File: src/rtl/alu_result_tx_ctrl.sv
// Consumer end of the ALU result interface: captures result words and serialises them
// byte by byte into the UART TX FIFO write port, honouring FIFO back-pressure.
module alu_result_tx_ctrl #(
    parameter int unsigned DATA_WIDTH = 16,
    parameter int unsigned BYTE_WIDTH = 8,
    parameter bit          LSB_FIRST  = 1'b1
) (
    input  logic                  clk,
    input  logic                  async_rst,
    input  logic [DATA_WIDTH-1:0] ALU_OUT,
    input  logic                  OUT_Valid,
    input  logic                  FIFO_Full,
    output logic [BYTE_WIDTH-1:0] WR_DATA,
    output logic                  WR_INC,
    output logic                  RES_Ready,
    output logic                  Overrun,
    input  logic                  Overrun_Clr
);

    localparam int unsigned      NUM_BYTES = DATA_WIDTH / BYTE_WIDTH;
    localparam int unsigned      CNT_W     = (NUM_BYTES > 1) ? $clog2(NUM_BYTES) : 1;
    localparam logic [CNT_W-1:0] LAST_CNT  = CNT_W'(NUM_BYTES - 1);

    typedef enum logic [0:0] {
        StIdle,
        StSend
    } state_e;

    state_e                state_q, state_d;
    logic [DATA_WIDTH-1:0] hold_q, hold_d;
    logic [CNT_W-1:0]      cnt_q, cnt_d;
    logic                  overrun_q, overrun_d;

    logic                  in_send;
    logic                  last_write;
    logic                  accept;
    logic                  drop;
    logic [BYTE_WIDTH-1:0] send_byte;
    logic [DATA_WIDTH-1:0] hold_shifted;

    always_comb begin
        in_send = (state_q == StSend);

        // The byte on the wire always sits at the sent end; shifting moves the next one there.
        if (LSB_FIRST) begin
            send_byte    = hold_q[BYTE_WIDTH-1:0];
            hold_shifted = hold_q >> BYTE_WIDTH;
        end else begin
            send_byte    = hold_q[DATA_WIDTH-1 -: BYTE_WIDTH];
            hold_shifted = hold_q << BYTE_WIDTH;
        end

        WR_INC     = in_send & ~FIFO_Full;
        WR_DATA    = in_send ? send_byte : '0;
        last_write = WR_INC & (cnt_q == LAST_CNT);
        RES_Ready  = ~in_send | last_write;

        accept = OUT_Valid & RES_Ready;
        drop   = OUT_Valid & ~RES_Ready;

        state_d = state_q;
        hold_d  = hold_q;
        cnt_d   = cnt_q;

        if (accept) begin
            state_d = StSend;
            hold_d  = ALU_OUT;
            cnt_d   = '0;
        end else if (last_write) begin
            state_d = StIdle;
            hold_d  = hold_shifted;
            cnt_d   = '0;
        end else if (WR_INC) begin
            hold_d = hold_shifted;
            cnt_d  = cnt_q + CNT_W'(1);
        end

        // A drop in the same cycle as a clear keeps the flag set.
        overrun_d = drop | (overrun_q & ~Overrun_Clr);
    end

    always_ff @(posedge clk or negedge async_rst) begin
        if (!async_rst) begin
            state_q   <= StIdle;
            hold_q    <= '0;
            cnt_q     <= '0;
            overrun_q <= 1'b0;
        end else begin
            state_q   <= state_d;
            hold_q    <= hold_d;
            cnt_q     <= cnt_d;
            overrun_q <= overrun_d;
        end
    end

    assign Overrun = overrun_q;

endmodule

File: config.mk
export PLATFORM = sky130hd
export DESIGN_NAME = alu_result_tx_ctrl
export DESIGN_NICKNAME = d
export VERILOG_FILES = /design/src/rtl/alu_result_tx_ctrl.sv
export SDC_FILE = /design/constraint.sdc
export NUM_CORES = 1
export LEC_CHECK = 0
export CORE_UTILIZATION = 40
export DETAILED_ROUTE_END_ITERATION = 16
export PLACE_DENSITY = 0.82
export SLEW_MARGIN = 10
export SYNTH_ARGS = -nofsm -noshare
export SYNTH_HDL_FRONTEND = slang
export SYNTH_SLANG_ARGS = --single-unit
File: constraint.sdc
create_clock -name clk -period 2.4 [get_ports clk]
set_clock_uncertainty 0.05 [all_clocks]
set_input_delay 0.36 -clock clk [delete_from_list [all_inputs] [get_ports clk]]
set_output_delay 0.36 -clock clk [all_outputs]
set_load 0.005 [all_outputs]
Yosys cells after proc, flatten, opt, wreduce, memory -nomap -nowiden
Cells that the tools add are included.

Latch bits: 0. Memories: 0. Flip-flop bits (word level): 19. Memory bits (read-only): 0. Input port bits: 21. Logic and storage cells: 27. Output and inout port bits: 11. Bits in writable memories: 0.

$mul: 0. Reduce and logical (&&, ||, !) cells: 2. $add $sub $neg: 1. Muxes and demuxes: 9. Equal/unequal tests: 0. Bitwise operators: 11. Order comparisons: 0. Divide/modulo/power cells: 0. Shift-type cells: 0.

Operators with widths (number): 16-bit 2-to-1 mux (3); 8-bit 2-to-1 mux (1); 1-bit bitwise AND (5); 1-bit 2-to-1 mux (5); 1-bit NOT (4); 3-bit nonzero test (1); 1-bit OR (2); 2-bit nonzero test (1); 1-bit adder, second input constant (1).

Logic depth before layout (Yosys ltp)
Depth after elaboration: 7. Gate-level depth with buffers: 5. Depth with buffers taken out: 3.

Worst setup path after synthesis
OpenSTA, ideal clock, no wires.

Path kind: input to register. Start point: in FIFO_Full. End point: reg hold_q[4]. Data required time: 2.225 ns. Stages on the path: 5. Path slack: 1.002 ns. Arrival time: 1.223 ns. Setup time: 0.125 ns. Path buffers: 2. Cell sequence: nand2b_1 -> a21o_1 -> buf_6 -> buf_12 -> mux2_4.

Word-level cells in the longest chain between the ends: 6. Elaborated cells between the ends (all ways): 8. Classes of those cells: mux (2); bitwise (5); reduce/logical (1).

Ends and longest elaborated chain: start: declaration (line 12) `input logic FIFO_Full,`; 1-bit NOT (*) (line 53) `WR_INC = in_send & ~FIFO_Full;`; 1-bit bitwise AND (*) (line 53); 1-bit bitwise AND (line 55) `last_write = WR_INC & (cnt_q == LAST_CNT);`; 1-bit OR (line 56) `RES_Ready = ~in_send | last_write;`; 1-bit bitwise AND (line 58) `accept = OUT_Valid & RES_Ready;`; 3-bit nonzero test (no line) / 16-bit 2-to-1 mux (equally long branches); end signal: assignment (line 90) `hold_q <= hold_d;`; end: declaration (line 30) `logic [DATA_WIDTH-1:0] hold_q, hold_d;`.

Every way passes the cells marked *; elsewhere a longest branch is shown, timed or not. A chain may end at the register's enable or synchronous reset.

Worst setup path after layout
Start point: in FIFO_Full. End point: out RES_Ready.

Word-level cells in the longest chain between the ends: 4.

Ends and longest elaborated chain: 1-bit NOT (line 53); 1-bit bitwise AND (line 53); 1-bit bitwise AND (line 55); 1-bit OR (line 56); end: declaration (line 15) `output logic RES_Ready,`.

No other way between the ends.

==> impl_metrics.toml <==
[detailed_routing]
antenna_left = 0
vias = 672
drtIter0Drc = 8
wl_um = 1630
met1_length_um = 751
firstDrtPassIters = 4
viasPerCell = 4.60
drc_errors = 0
top_layer = "met3"
routed-wl-met2_um = 797
dr_wl_met3_um = 85
post_drt_wl_per_cell_um = 11.2

[finish]
drive_above_1_share = 0.203
n_antenna_cell = 0
instances_no_fill = 146
areaGrowthSynthToFinish_pct = 38.7
nNetsFinal = 140

[global_routing]
grt_max_degree = 20
overflow = 0
grt_pass1_vias = 702
antenna_found_initial = 0
grt_pass1_wl_um = 2770
grt_usage = 0.143

[die]
die_h_um = 50.9
start_util = 0.429
core_um2 = 2230
fp.dieArea_um2 = 2590
io_pins = 32
rows = 17
die_w_um = 50.9

[logic_synthesis]
synth_cell_types = 15
ys.flop_type = "dfrtp_1"
synth-edff-count = 0
synth_seq_cells = 19
synth_top_cells_by_count = "19 x dfrtp_1, 15 x mux2_2, 11 x inv_1"
synth_top_area_frac = 0.497
synth_most_common_cell = "dfrtp_1"
syn_nets = 105
synth_top_area_cell = "dfrtp_1"
yosys-top-cells-area = "dfrtp_1 50%, mux2_2 18%, mux2i_1 8.4%"
yosys_warnings = 0
synth-async-reset-ratio = 1.00
syn_inst = 84
seq_area_frac_synth = 0.497
syn_area_um2 = 957
postSynthAreaPerCell_um2 = 11.4

[timing]
fmax_mhz = 508
setup_viol = 0
min_period_ps = 1970
final.period_utilization = 0.820
setup_tns_ps = 0
finalHoldViolCount = 0
relSlewSlack = 0.802
rsz0062_at_grt = "no"
final_max_slew_viol_count = 0
tightest_slew_ps = 296

[status]
status = "finished, final reports clean"

[clocking]
htreeDepth = 1
cts_resized = 0
clkSinkCount = 19
clkLatencyLatePin_ps = 290
cts_tree = "done"
cts_buffer_depth = 2
cts_root_buffer = "clkbuf_4"
cts-hold-fix-buffers = 0
postCtsSetupBuffers = 0
cts_buffers = 3
clk_pin_slew_ps = 110

[power]
power_density_nw_per_um2 = 829
power.leakage_nw = 0.679
vdd_ir_drop_max_uv = 502

[worst_setup_path]
r2r_end = "hold_q[7]"
endpoint_kind = "primary output"
crit_fanout = 3
critPathKind = "in -> out"
start_kind = "primary input"
worstReg2RegStart = "in_send"
rr_worst_depth = 4
r2r_slack_ps = 750
cp.required_ps = 1990
cp.arrival_ps = 1560

[worst_hold_path]
hold_path_class = "in -> async"

[placement]
dp_hpwl_um = 1230
portBuffers = 31
dp.cells = 142
gp_congestion = 0.731

[run]
max-cap-violations = 0
==> flip-flops by register name, indices dropped and copies added, names as in the netlist <==
register  count
Overrun       1
cnt_q         1
hold_q       16
in_send       1
==> layout make-up <==
class	count	area, um2
Fill cell	200	906
Sequential cell	19	475
Multi-Input combinational cell	49	395
Timing Repair Buffer	35	353
Inverter	11	41.3
Tap cell	28	35.0
Clock buffer	3	22.5
Clock inverter	1	5.00
==> worst max-delay path by stage <==
stage          startpoint         to  slack [ps]  cells after the start
2_1_floorplan   FIFO_Full  hold_q[4]        1000                      5
3_3_place_gp    FIFO_Full  RES_Ready         430                      4
3_5_place_dp    FIFO_Full  hold_q[1]         420                      5
4_1_cts           in_send     WR_INC         380                      3
5_1_grt           in_send     WR_INC         280                      3
6_report        FIFO_Full  RES_Ready         430                      4
==> power breakdown <==
group / total, mW / switching (mW) / leakage [nW] / internal, mW
combinational: 0.467 / 0.147 / 0.419 / 0.320
clock: 0.158 / 0.0964 / 0.0177 / 0.0619
sequential: 0.475 / 0.0529 / 0.242 / 0.422
total: 1.10 / 0.296 / 0.679 / 0.804
==> metal layers <==
layer | global-route usage | vias up
li1 | - | 335
met1 | 0.177 | 315
met2 | 0.248 | 22
met3 | 0.0238 | 0
met4 | 0.0556 | 0
met5 | 0 | -
==> worst max-delay path, cell delays in order <==
cell	delay (ps)
clkdlybuf4s50_1	420
nand2b_1	160
nand2_1	110
clkdlybuf4s50_1	510
==> stage by stage <==
step / cell area, um2 / hold WS [ps] / util / power, mW / setup WS (ps)
after floorplan: 957 / 14.4 / - / 0.745 / 1000
after global routing: 1330 / 359 / 0.594 / 1.18 / 281
after detailed placement: 1300 / 467 / 0.582 / 0.956 / 418
final: 1330 / 335 / 0.594 / 1.10 / 433
after CTS: 1330 / 337 / 0.594 / 1.12 / 377
after global placement: 1300 / 461 / 0.582 / 0.938 / 431
==> cell families after synthesis <==
family	synth area share
AO/OA/AOI/OAI	0.0222
buffers and inverters	0.0902
flip-flops	0.497
multiplexers	0.276
AND/OR/NAND/NOR	0.115
==> cell usage in the layout (no fill, tap or decap) <==
cell type / count
clkbuf_4: 3
buf_4: 3
and2_1: 9
nor2_1: 1
mux2_4: 1
clkdlybuf4s50_1: 31
mux2_2: 15
a21o_1: 2
nand2_1: 10
inv_1: 11
nand2b_1: 2
clkinv_2: 1
o22ai_1: 1
dfrtp_1: 19
buf_12: 1
mux2i_1: 8
(Power assumes the default switching activity.)
